### config.mk
export PLATFORM = sky130hd
export DESIGN_NAME = ysyx_23060061_decode_stage
export DESIGN_NICKNAME = d
export VERILOG_FILES = /design/src/rtl/ysyx_23060061_decode_stage.sv
export SDC_FILE = /design/constraint.sdc
export NUM_CORES = 1
export LEC_CHECK = 0
export CAP_MARGIN = 20
export CORE_MARGIN = 8
export CORE_UTILIZATION = 49
export DETAILED_ROUTE_END_ITERATION = 8
export PLACE_DENSITY = 0.87
export SLEW_MARGIN = 20
export SYNTH_ARGS = -nofsm -noshare
export SYNTH_HDL_FRONTEND = slang
export SYNTH_SLANG_ARGS = --single-unit
### constraint.sdc
create_clock -name clk -period 25.1 [get_ports clk]
set_input_delay 3.765 -clock clk [delete_from_list [all_inputs] [get_ports clk]]
set_output_delay 3.765 -clock clk [all_outputs]
set_load 0.005 [all_outputs]
### src/rtl/ysyx_23060061_decode_stage.sv
// ysyx_23060061_decode_stage: RV32I decoder feeding a small output FIFO.
// Each instruction accepted from fetch is decoded combinationally and stored,
// together with its pc, as one FIFO entry. The head entry drives the execute
// side.
// Optional feature: define YSYX_23060061_RV32M_EN to decode the M extension
// (funct7 = 0000001 on OP). Without it those encodings decode as illegal.
//
// Handshake: a transfer happens on a rising edge where valid && ready are
// both high. in_ready = !full (and 0 until the first edge after reset);
// out_valid = !empty. A push never happens while full, even if a pop happens
// in the same cycle. flush empties the FIFO on the edge and blocks that
// cycle's push and pop. While out_valid && !out_ready the outputs hold.
module ysyx_23060061_decode_stage #(
  parameter int XLEN      = 32,
  parameter int BUF_DEPTH = 2
) (
  input  logic            clk,
  input  logic            rst,
  input  logic            in_valid,
  output logic            in_ready,
  input  logic [31:0]     in_inst,
  input  logic [XLEN-1:0] in_pc,
  input  logic            flush,
  output logic            out_valid,
  input  logic            out_ready,
  output logic [XLEN-1:0] out_pc,
  output logic [XLEN-1:0] out_imm,
  output logic [4:0]      out_rs1,
  output logic [4:0]      out_rs2,
  output logic [4:0]      out_rd,
  output logic [2:0]      out_instType,
  output logic            out_RegWrite,
  output logic [1:0]      out_MemRW,
  output logic [2:0]      out_MemWidth,
  output logic            out_aluAsel,
  output logic            out_aluBsel,
  output logic [1:0]      out_WBSel,
  output logic [4:0]      out_aluOp,
  output logic [2:0]      out_BrType,
  output logic            out_isBranch,
  output logic            out_isJump,
  output logic            out_BrUn,
  output logic            out_ebreak,
  output logic            out_illegal
);

  localparam int PTR_W = (BUF_DEPTH > 1) ? $clog2(BUF_DEPTH) : 1;
  localparam int CNT_W = PTR_W + 1;

  // Instruction format codes shared with the rest of the core
  localparam logic [2:0] TYPE_R = 3'd0;
  localparam logic [2:0] TYPE_I = 3'd1;
  localparam logic [2:0] TYPE_S = 3'd2;
  localparam logic [2:0] TYPE_B = 3'd3;
  localparam logic [2:0] TYPE_U = 3'd4;
  localparam logic [2:0] TYPE_J = 3'd5;

  localparam logic [6:0] OPC_LUI    = 7'b0110111;
  localparam logic [6:0] OPC_AUIPC  = 7'b0010111;
  localparam logic [6:0] OPC_JAL    = 7'b1101111;
  localparam logic [6:0] OPC_JALR   = 7'b1100111;
  localparam logic [6:0] OPC_BRANCH = 7'b1100011;
  localparam logic [6:0] OPC_LOAD   = 7'b0000011;
  localparam logic [6:0] OPC_STORE  = 7'b0100011;
  localparam logic [6:0] OPC_OPIMM  = 7'b0010011;
  localparam logic [6:0] OPC_OP     = 7'b0110011;
  localparam logic [6:0] OPC_FENCE  = 7'b0001111;
  localparam logic [6:0] OPC_SYSTEM = 7'b1110011;

  localparam logic [4:0] ALU_ADD   = 5'd0;
  localparam logic [4:0] ALU_PASSB = 5'd1;
  localparam logic [4:0] ALU_ADDCL = 5'd2;
  localparam logic [4:0] ALU_SUB   = 5'd3;
  localparam logic [4:0] ALU_SLTU  = 5'd4;
  localparam logic [4:0] ALU_SLT   = 5'd5;
  localparam logic [4:0] ALU_XOR   = 5'd6;
  localparam logic [4:0] ALU_OR    = 5'd7;
  localparam logic [4:0] ALU_AND   = 5'd8;
  localparam logic [4:0] ALU_SLL   = 5'd9;
  localparam logic [4:0] ALU_SRL   = 5'd10;
  localparam logic [4:0] ALU_SRA   = 5'd11;

  // WBSel: 00 alu, 01 mul/div unit, 10 pc+4, 11 memory
  localparam logic [1:0] WB_ALU = 2'b00;
  localparam logic [1:0] WB_PC4 = 2'b10;
  localparam logic [1:0] WB_MEM = 2'b11;

  typedef struct packed {
    logic [2:0] instType;
    logic       RegWrite;
    logic [1:0] MemRW;
    logic [2:0] MemWidth;
    logic       aluAsel;
    logic       aluBsel;
    logic [1:0] WBSel;
    logic [4:0] aluOp;
    logic [2:0] BrType;
    logic       isBranch;
    logic       isJump;
    logic       BrUn;
    logic       ebreak;
    logic       illegal;
  } ctrl_t;

  typedef struct packed {
    logic [XLEN-1:0] pc;
    logic [XLEN-1:0] imm;
    logic [4:0]      rs1;
    logic [4:0]      rs2;
    logic [4:0]      rd;
    ctrl_t           ctrl;
  } entry_t;

  logic [6:0]      w_opcode;
  logic [2:0]      w_funct3;
  logic [6:0]      w_funct7;
  ctrl_t           w_ctrl;
  logic            w_bad;
  logic [31:0]     w_imm32;
  entry_t          w_entry;
  entry_t          w_out;
  logic            w_full;
  logic            w_push;
  logic            w_pop;

  logic [PTR_W-1:0] r_wr_ptr;
  logic [PTR_W-1:0] r_rd_ptr;
  logic [CNT_W-1:0] r_count;
  logic             r_live;
  entry_t           r_mem [BUF_DEPTH];

  assign w_opcode = in_inst[6:0];
  assign w_funct3 = in_inst[14:12];
  assign w_funct7 = in_inst[31:25];

  // Control decode; any unrecognised encoding collapses to a bare illegal flag
  always_comb begin
    w_ctrl = '0;
    w_bad  = 1'b0;
    case (w_opcode)
      OPC_LUI: begin
        w_ctrl.instType = TYPE_U;
        w_ctrl.RegWrite = 1'b1;
        w_ctrl.aluBsel  = 1'b1;
        w_ctrl.aluOp    = ALU_PASSB;
      end
      OPC_AUIPC: begin
        w_ctrl.instType = TYPE_U;
        w_ctrl.RegWrite = 1'b1;
        w_ctrl.aluAsel  = 1'b1;
        w_ctrl.aluBsel  = 1'b1;
      end
      OPC_JAL: begin
        w_ctrl.instType = TYPE_J;
        w_ctrl.RegWrite = 1'b1;
        w_ctrl.isJump   = 1'b1;
        w_ctrl.WBSel    = WB_PC4;
        w_ctrl.aluAsel  = 1'b1;
        w_ctrl.aluBsel  = 1'b1;
      end
      OPC_JALR: begin
        if (w_funct3 == 3'b000) begin
          w_ctrl.instType = TYPE_I;
          w_ctrl.RegWrite = 1'b1;
          w_ctrl.isJump   = 1'b1;
          w_ctrl.WBSel    = WB_PC4;
          w_ctrl.aluBsel  = 1'b1;
          w_ctrl.aluOp    = ALU_ADDCL;
        end else begin
          w_bad = 1'b1;
        end
      end
      OPC_BRANCH: begin
        if (w_funct3 == 3'b010 || w_funct3 == 3'b011) begin
          w_bad = 1'b1;
        end else begin
          // The ALU forms the target pc+imm; the compare happens downstream
          w_ctrl.instType = TYPE_B;
          w_ctrl.isBranch = 1'b1;
          w_ctrl.BrType   = w_funct3;
          w_ctrl.BrUn     = w_funct3[2] & w_funct3[1];
          w_ctrl.aluAsel  = 1'b1;
          w_ctrl.aluBsel  = 1'b1;
        end
      end
      OPC_LOAD: begin
        case (w_funct3)
          3'b000, 3'b001, 3'b010, 3'b100, 3'b101: begin
            w_ctrl.instType = TYPE_I;
            w_ctrl.RegWrite = 1'b1;
            w_ctrl.MemRW    = 2'b10;
            w_ctrl.MemWidth = w_funct3;
            w_ctrl.WBSel    = WB_MEM;
            w_ctrl.aluBsel  = 1'b1;
          end
          default: w_bad = 1'b1;
        endcase
      end
      OPC_STORE: begin
        if (w_funct3[2] == 1'b0 && w_funct3 != 3'b011) begin
          w_ctrl.instType = TYPE_S;
          w_ctrl.MemRW    = 2'b01;
          w_ctrl.MemWidth = w_funct3;
          w_ctrl.aluBsel  = 1'b1;
        end else begin
          w_bad = 1'b1;
        end
      end
      OPC_OPIMM: begin
        w_ctrl.instType = TYPE_I;
        w_ctrl.RegWrite = 1'b1;
        w_ctrl.aluBsel  = 1'b1;
        case (w_funct3)
          3'b000: w_ctrl.aluOp = ALU_ADD;
          3'b010: w_ctrl.aluOp = ALU_SLT;
          3'b011: w_ctrl.aluOp = ALU_SLTU;
          3'b100: w_ctrl.aluOp = ALU_XOR;
          3'b110: w_ctrl.aluOp = ALU_OR;
          3'b111: w_ctrl.aluOp = ALU_AND;
          3'b001: begin
            if (w_funct7 == 7'b0000000) w_ctrl.aluOp = ALU_SLL;
            else                        w_bad = 1'b1;
          end
          default: begin
            if (w_funct7 == 7'b0000000)      w_ctrl.aluOp = ALU_SRL;
            else if (w_funct7 == 7'b0100000) w_ctrl.aluOp = ALU_SRA;
            else                             w_bad = 1'b1;
          end
        endcase
      end
      OPC_OP: begin
        w_ctrl.instType = TYPE_R;
        w_ctrl.RegWrite = 1'b1;
        case (w_funct7)
          7'b0000000: begin
            case (w_funct3)
              3'b000:  w_ctrl.aluOp = ALU_ADD;
              3'b001:  w_ctrl.aluOp = ALU_SLL;
              3'b010:  w_ctrl.aluOp = ALU_SLT;
              3'b011:  w_ctrl.aluOp = ALU_SLTU;
              3'b100:  w_ctrl.aluOp = ALU_XOR;
              3'b101:  w_ctrl.aluOp = ALU_SRL;
              3'b110:  w_ctrl.aluOp = ALU_OR;
              default: w_ctrl.aluOp = ALU_AND;
            endcase
          end
          7'b0100000: begin
            if (w_funct3 == 3'b000)      w_ctrl.aluOp = ALU_SUB;
            else if (w_funct3 == 3'b101) w_ctrl.aluOp = ALU_SRA;
            else                         w_bad = 1'b1;
          end
`ifdef YSYX_23060061_RV32M_EN
          7'b0000001: begin
            // mul..remu map onto 12..19 in funct3 order
            w_ctrl.aluOp = 5'd12 + {2'b00, w_funct3};
            w_ctrl.WBSel = 2'b01;
          end
`endif
          default: w_bad = 1'b1;
        endcase
      end
      OPC_FENCE: begin
        // Single-hart in-order core: fence has nothing to order
        if (w_funct3 == 3'b000) w_ctrl.instType = TYPE_I;
        else                    w_bad = 1'b1;
      end
      OPC_SYSTEM: begin
        if (in_inst == 32'h0000_0073) begin
          w_ctrl.instType = TYPE_I;
        end else if (in_inst == 32'h0010_0073) begin
          w_ctrl.instType = TYPE_I;
          w_ctrl.ebreak   = 1'b1;
        end else begin
          w_bad = 1'b1;
        end
      end
      default: w_bad = 1'b1;
    endcase
    if (w_bad) begin
      w_ctrl         = '0;
      w_ctrl.illegal = 1'b1;
    end
  end

  // Immediate assembly by format; R-type and illegal carry no immediate
  always_comb begin
    w_imm32 = '0;
    case (w_ctrl.instType)
      TYPE_I:  w_imm32 = {{20{in_inst[31]}}, in_inst[31:20]};
      TYPE_S:  w_imm32 = {{20{in_inst[31]}}, in_inst[31:25], in_inst[11:7]};
      TYPE_B:  w_imm32 = {{19{in_inst[31]}}, in_inst[31], in_inst[7],
                          in_inst[30:25], in_inst[11:8], 1'b0};
      TYPE_U:  w_imm32 = {in_inst[31:12], 12'b0};
      TYPE_J:  w_imm32 = {{11{in_inst[31]}}, in_inst[31], in_inst[19:12],
                          in_inst[20], in_inst[30:21], 1'b0};
      default: w_imm32 = '0;
    endcase
  end

  assign w_entry.pc   = in_pc;
  assign w_entry.imm  = XLEN'($signed(w_imm32));
  assign w_entry.rs1  = in_inst[19:15];
  assign w_entry.rs2  = in_inst[24:20];
  assign w_entry.rd   = in_inst[11:7];
  assign w_entry.ctrl = w_ctrl;

  assign w_full    = (r_count == CNT_W'(BUF_DEPTH));
  assign in_ready  = r_live & ~w_full;
  assign out_valid = (r_count != '0);
  assign w_push    = in_valid & in_ready & ~flush;
  assign w_pop     = out_valid & out_ready & ~flush;

  // FIFO pointers and occupancy; flush wins over push and pop
  always_ff @(posedge clk or posedge rst) begin
    if (rst) begin
      r_wr_ptr <= '0;
      r_rd_ptr <= '0;
      r_count  <= '0;
      r_live   <= 1'b0;
    end else begin
      r_live <= 1'b1;
      if (flush) begin
        r_wr_ptr <= '0;
        r_rd_ptr <= '0;
        r_count  <= '0;
      end else begin
        if (w_push) r_wr_ptr <= r_wr_ptr + PTR_W'(1);
        if (w_pop)  r_rd_ptr <= r_rd_ptr + PTR_W'(1);
        case ({w_push, w_pop})
          2'b10:   r_count <= r_count + CNT_W'(1);
          2'b01:   r_count <= r_count - CNT_W'(1);
          default: r_count <= r_count;
        endcase
      end
    end
  end

  // Entry storage; contents are only visible while the slot is occupied
  always_ff @(posedge clk) begin
    if (w_push) r_mem[r_wr_ptr] <= w_entry;
  end

  assign w_out = out_valid ? r_mem[r_rd_ptr] : '0;

  assign out_pc       = w_out.pc;
  assign out_imm      = w_out.imm;
  assign out_rs1      = w_out.rs1;
  assign out_rs2      = w_out.rs2;
  assign out_rd       = w_out.rd;
  assign out_instType = w_out.ctrl.instType;
  assign out_RegWrite = w_out.ctrl.RegWrite;
  assign out_MemRW    = w_out.ctrl.MemRW;
  assign out_MemWidth = w_out.ctrl.MemWidth;
  assign out_aluAsel  = w_out.ctrl.aluAsel;
  assign out_aluBsel  = w_out.ctrl.aluBsel;
  assign out_WBSel    = w_out.ctrl.WBSel;
  assign out_aluOp    = w_out.ctrl.aluOp;
  assign out_BrType   = w_out.ctrl.BrType;
  assign out_isBranch = w_out.ctrl.isBranch;
  assign out_isJump   = w_out.ctrl.isJump;
  assign out_BrUn     = w_out.ctrl.BrUn;
  assign out_ebreak   = w_out.ctrl.ebreak;
  assign out_illegal  = w_out.ctrl.illegal;

endmodule

==> metrics.cfg <==
[floorplan]
io-pin-count=176
die_h_um=154
start_util_pct=50.1
coreArea_um2=18800
die_area_um2=23900
die_x_um=154
rows=50

[critical_path]
r2r-end=r_rd_ptr$_DFFE_PP0P_
cp-start-kind=flop
reg2reg_from=r_count[0]$_DFFE_PP0P_
critPathArrivalTime_ps=3400
critPathKind=flop to output port
critPathMaxFanout=58
end_kind=output port
critPathRequiredTime_ps=21330
r2r_setup_slack_ps=22730
reg2reg_depth=6

[cells_and_area]
fillCellCount=1398
n_antenna_cell=0
final_cells=1071
final_cell_mix=edfxtp_1 (208), clkdlybuf4s50_1 (174), nor2_1 (122), mux2i_1 (104), clkbuf_16 (23)
stdcell_area_um2=11900
drive_above_1_share_pct=6.69
final_nets=891
area_growth_pct=27.0
final_common_cell=edfxtp_1

[global_route]
antenna_found_initial=0
grt_overflow=0
grt_max_degree=78
first_global_vias=6138
grtUsageTotal_pct=17.7
use_met3_pct=3.85
grt_first_pass_wirelength_um=33500
grt_busiest_layer=met2
use_met1_pct=22.6
globalRouteMet2Util_pct=30.3

[yosys]
synthCells=663
synth-seq-cells=213
yosysWarnings=0
synth-seq-area-share_pct=67.8
synth_area_per_cell_um2=14.2
ys_types=65
ys.flop_type=edfxtp_1
synthesis.area_um2=9390
syn-num-nets=732
async_flop_share_pct=2.35
synth_edf_count=208

[cts]
clock-sinks=213
cts_hold_buf=0
clk_pin_slew_ps=60
post-cts-setup-buffer-count=0
cts_root_buf=clkbuf_16
tritoncts=done
ctsResizeCount=0
cts_buffer_depth=3
cts_htree_levels=1
insertion_delay_ps=520
cts_made_buffers=23

[power]
irDropWorstVdd_mv=0.0437
power.share.clock_pct=38.9
p_sw_mw=0.172
seqPwrFrac_pct=51.8
p_int_mw=0.601
power_frac_comb_pct=9.4
switching_share_pct=22.2
leakagePower_nw=3.98
power.density_nw_per_um2=64.8

[min_path]
hp-class=flop to flop
holdPathStages=2
hp-start=r_live$_DFF_PP0_
min_to=r_count[0]$_DFFE_PP0P_

[drt]
drtAntennaViolNets=0
totalWireLength_um=22100
drt-pass1-iter-count=5
routedWlPerCell_um=20.6
drc=0
drt-initial-drc-count=594
avgViaCountPerCell=5.67
route.vias.total=6071

[timing]
fin_skew_ps=15.1
slew-limit-headroom_pct=28.6
report.final.slew_viol_count=0
setup_tns_ps=0
rsz0062_at_grt=false
max_freq_mhz=140
setup_viol=0
worstMarginPinSlew_ps=1070
hold_viol_final=0
fin_crit_sh_pct=28.6
min_period_ps=7170

[placement]
gp_congestion=0.849
place_inst=1031
hpwl_um=14600
placement.io_buffers=174
post_dp_cell_area_um2=11300

[job]
maxCapViolations=0

[status]
status=complete, no violations

[layer usage]
metal | up-vias | routed length, um
met3 | 26 | 1560
met4 | 0 | 266
li1 | 2800 | -
met5 | - | 0
met2 | 224 | 11000
met1 | 3021 | 9270
[Yosys cell counts (7+ instances only)]
| cell | count | area share (%) |
|---|---|---|
| o21ai_0 | 7 | 0.37 |
| a21o_1 | 13 | 1.0 |
| nand3_1 | 8 | 0.43 |
| mux2i_1 | 104 | 11 |
| nor2_1 | 123 | 4.9 |
| buf_2 | 13 | 0.69 |
| a21oi_1 | 7 | 0.37 |
| nand2_1 | 14 | 0.56 |
| inv_1 | 9 | 0.36 |
| a31o_1 | 9 | 0.84 |
| nor2b_1 | 7 | 0.47 |
| edfxtp_1 | 208 | 66 |
| a211o_1 | 11 | 1.0 |
| clkbuf_1 | 20 | 0.80 |
| o21a_1 | 8 | 0.64 |
[power by group through the flow]
| stage | Clock (mW) | Combinational (mW) | Sequential (mW) |
|---|---|---|---|
| 2_1_floorplan | 0 | 0.0367 | 0.406 |
| 3_3_place_gp | 0 | 0.0715 | 0.407 |
| 3_5_place_dp | 0 | 0.0729 | 0.408 |
| 4_1_cts | 0.307 | 0.0733 | 0.400 |
| 5_1_grt | 0.321 | 0.0779 | 0.401 |
| 6_report | 0.300 | 0.0724 | 0.400 |
[registers in the layout, indices dropped and copies added (netlist names)]
signal,cells
r_mem,208
r_count,2
r_live,1
r_rd_ptr,1
r_wr_ptr,1
[layout make-up]
| class | count | area [um^2] | share of cell area [%] |
|---|---|---|---|
| inverter | 10 | 37.5 | 0.315 |
| tap | 234 | 293 | 2.45 |
| sequential | 213 | 6370 | 53.4 |
| timing repair buffer | 180 | 1790 | 15.0 |
| clock buffer | 28 | 594 | 4.98 |
| multi-input combinational | 394 | 2770 | 23.2 |
| clock inverter | 12 | 75.1 | 0.629 |
[per-stage QoR]
step / power, mW / hold slack (ps) / setup slack, ps / utilization [%]
2_1_floorplan: 0.443 / 519 / 12910 / -
3_3_place_gp: 0.479 / 554 / 18290 / 60.0
3_5_place_dp: 0.481 / 568 / 18120 / 60.0
4_1_cts: 0.781 / 588 / 17890 / 63.6
5_1_grt: 0.800 / 612 / 17750 / 63.6
6_report: 0.773 / 585 / 17930 / 63.6
[cell families after synthesis]
group / Yosys count / share of synthesized area [%]
flops: 213 / 67.8
simple gates: 199 / 10.5
mux: 105 / 11.2
compound gates: 83 / 7.07
buf+inv: 56 / 2.85
xor+xnor: 4 / 0.373
other cells: 2 / 0.0799
fa+ha+maj: 1 / 0.107
[worst max path at each step]
stage                              to                 start  slack, ps  cells past startpoint
5_1_grt                   out_imm[22]  r_rd_ptr$_DFFE_PP0P_      17750                      4
3_5_place_dp   r_mem[0][41]$_DFFE_PP_           in_inst[14]      18120                      7
6_report                  out_imm[22]  r_rd_ptr$_DFFE_PP0P_      17930                      4
3_3_place_gp   r_mem[0][41]$_DFFE_PP_           in_inst[14]      18290                      7
4_1_cts                    out_imm[8]  r_rd_ptr$_DFFE_PP0P_      17890                      4
2_1_floorplan   r_mem[1][0]$_DFFE_PP_              in_valid      12910                      2
[worst max-delay path, stage by stage, from the launching register on]
cell and delay [ps]:
dfrtp_4 980, buf_4 920, mux2i_1 250, nor2_1 160, clkdlybuf4s50_1 530
(Power assumes the default switching activity.)
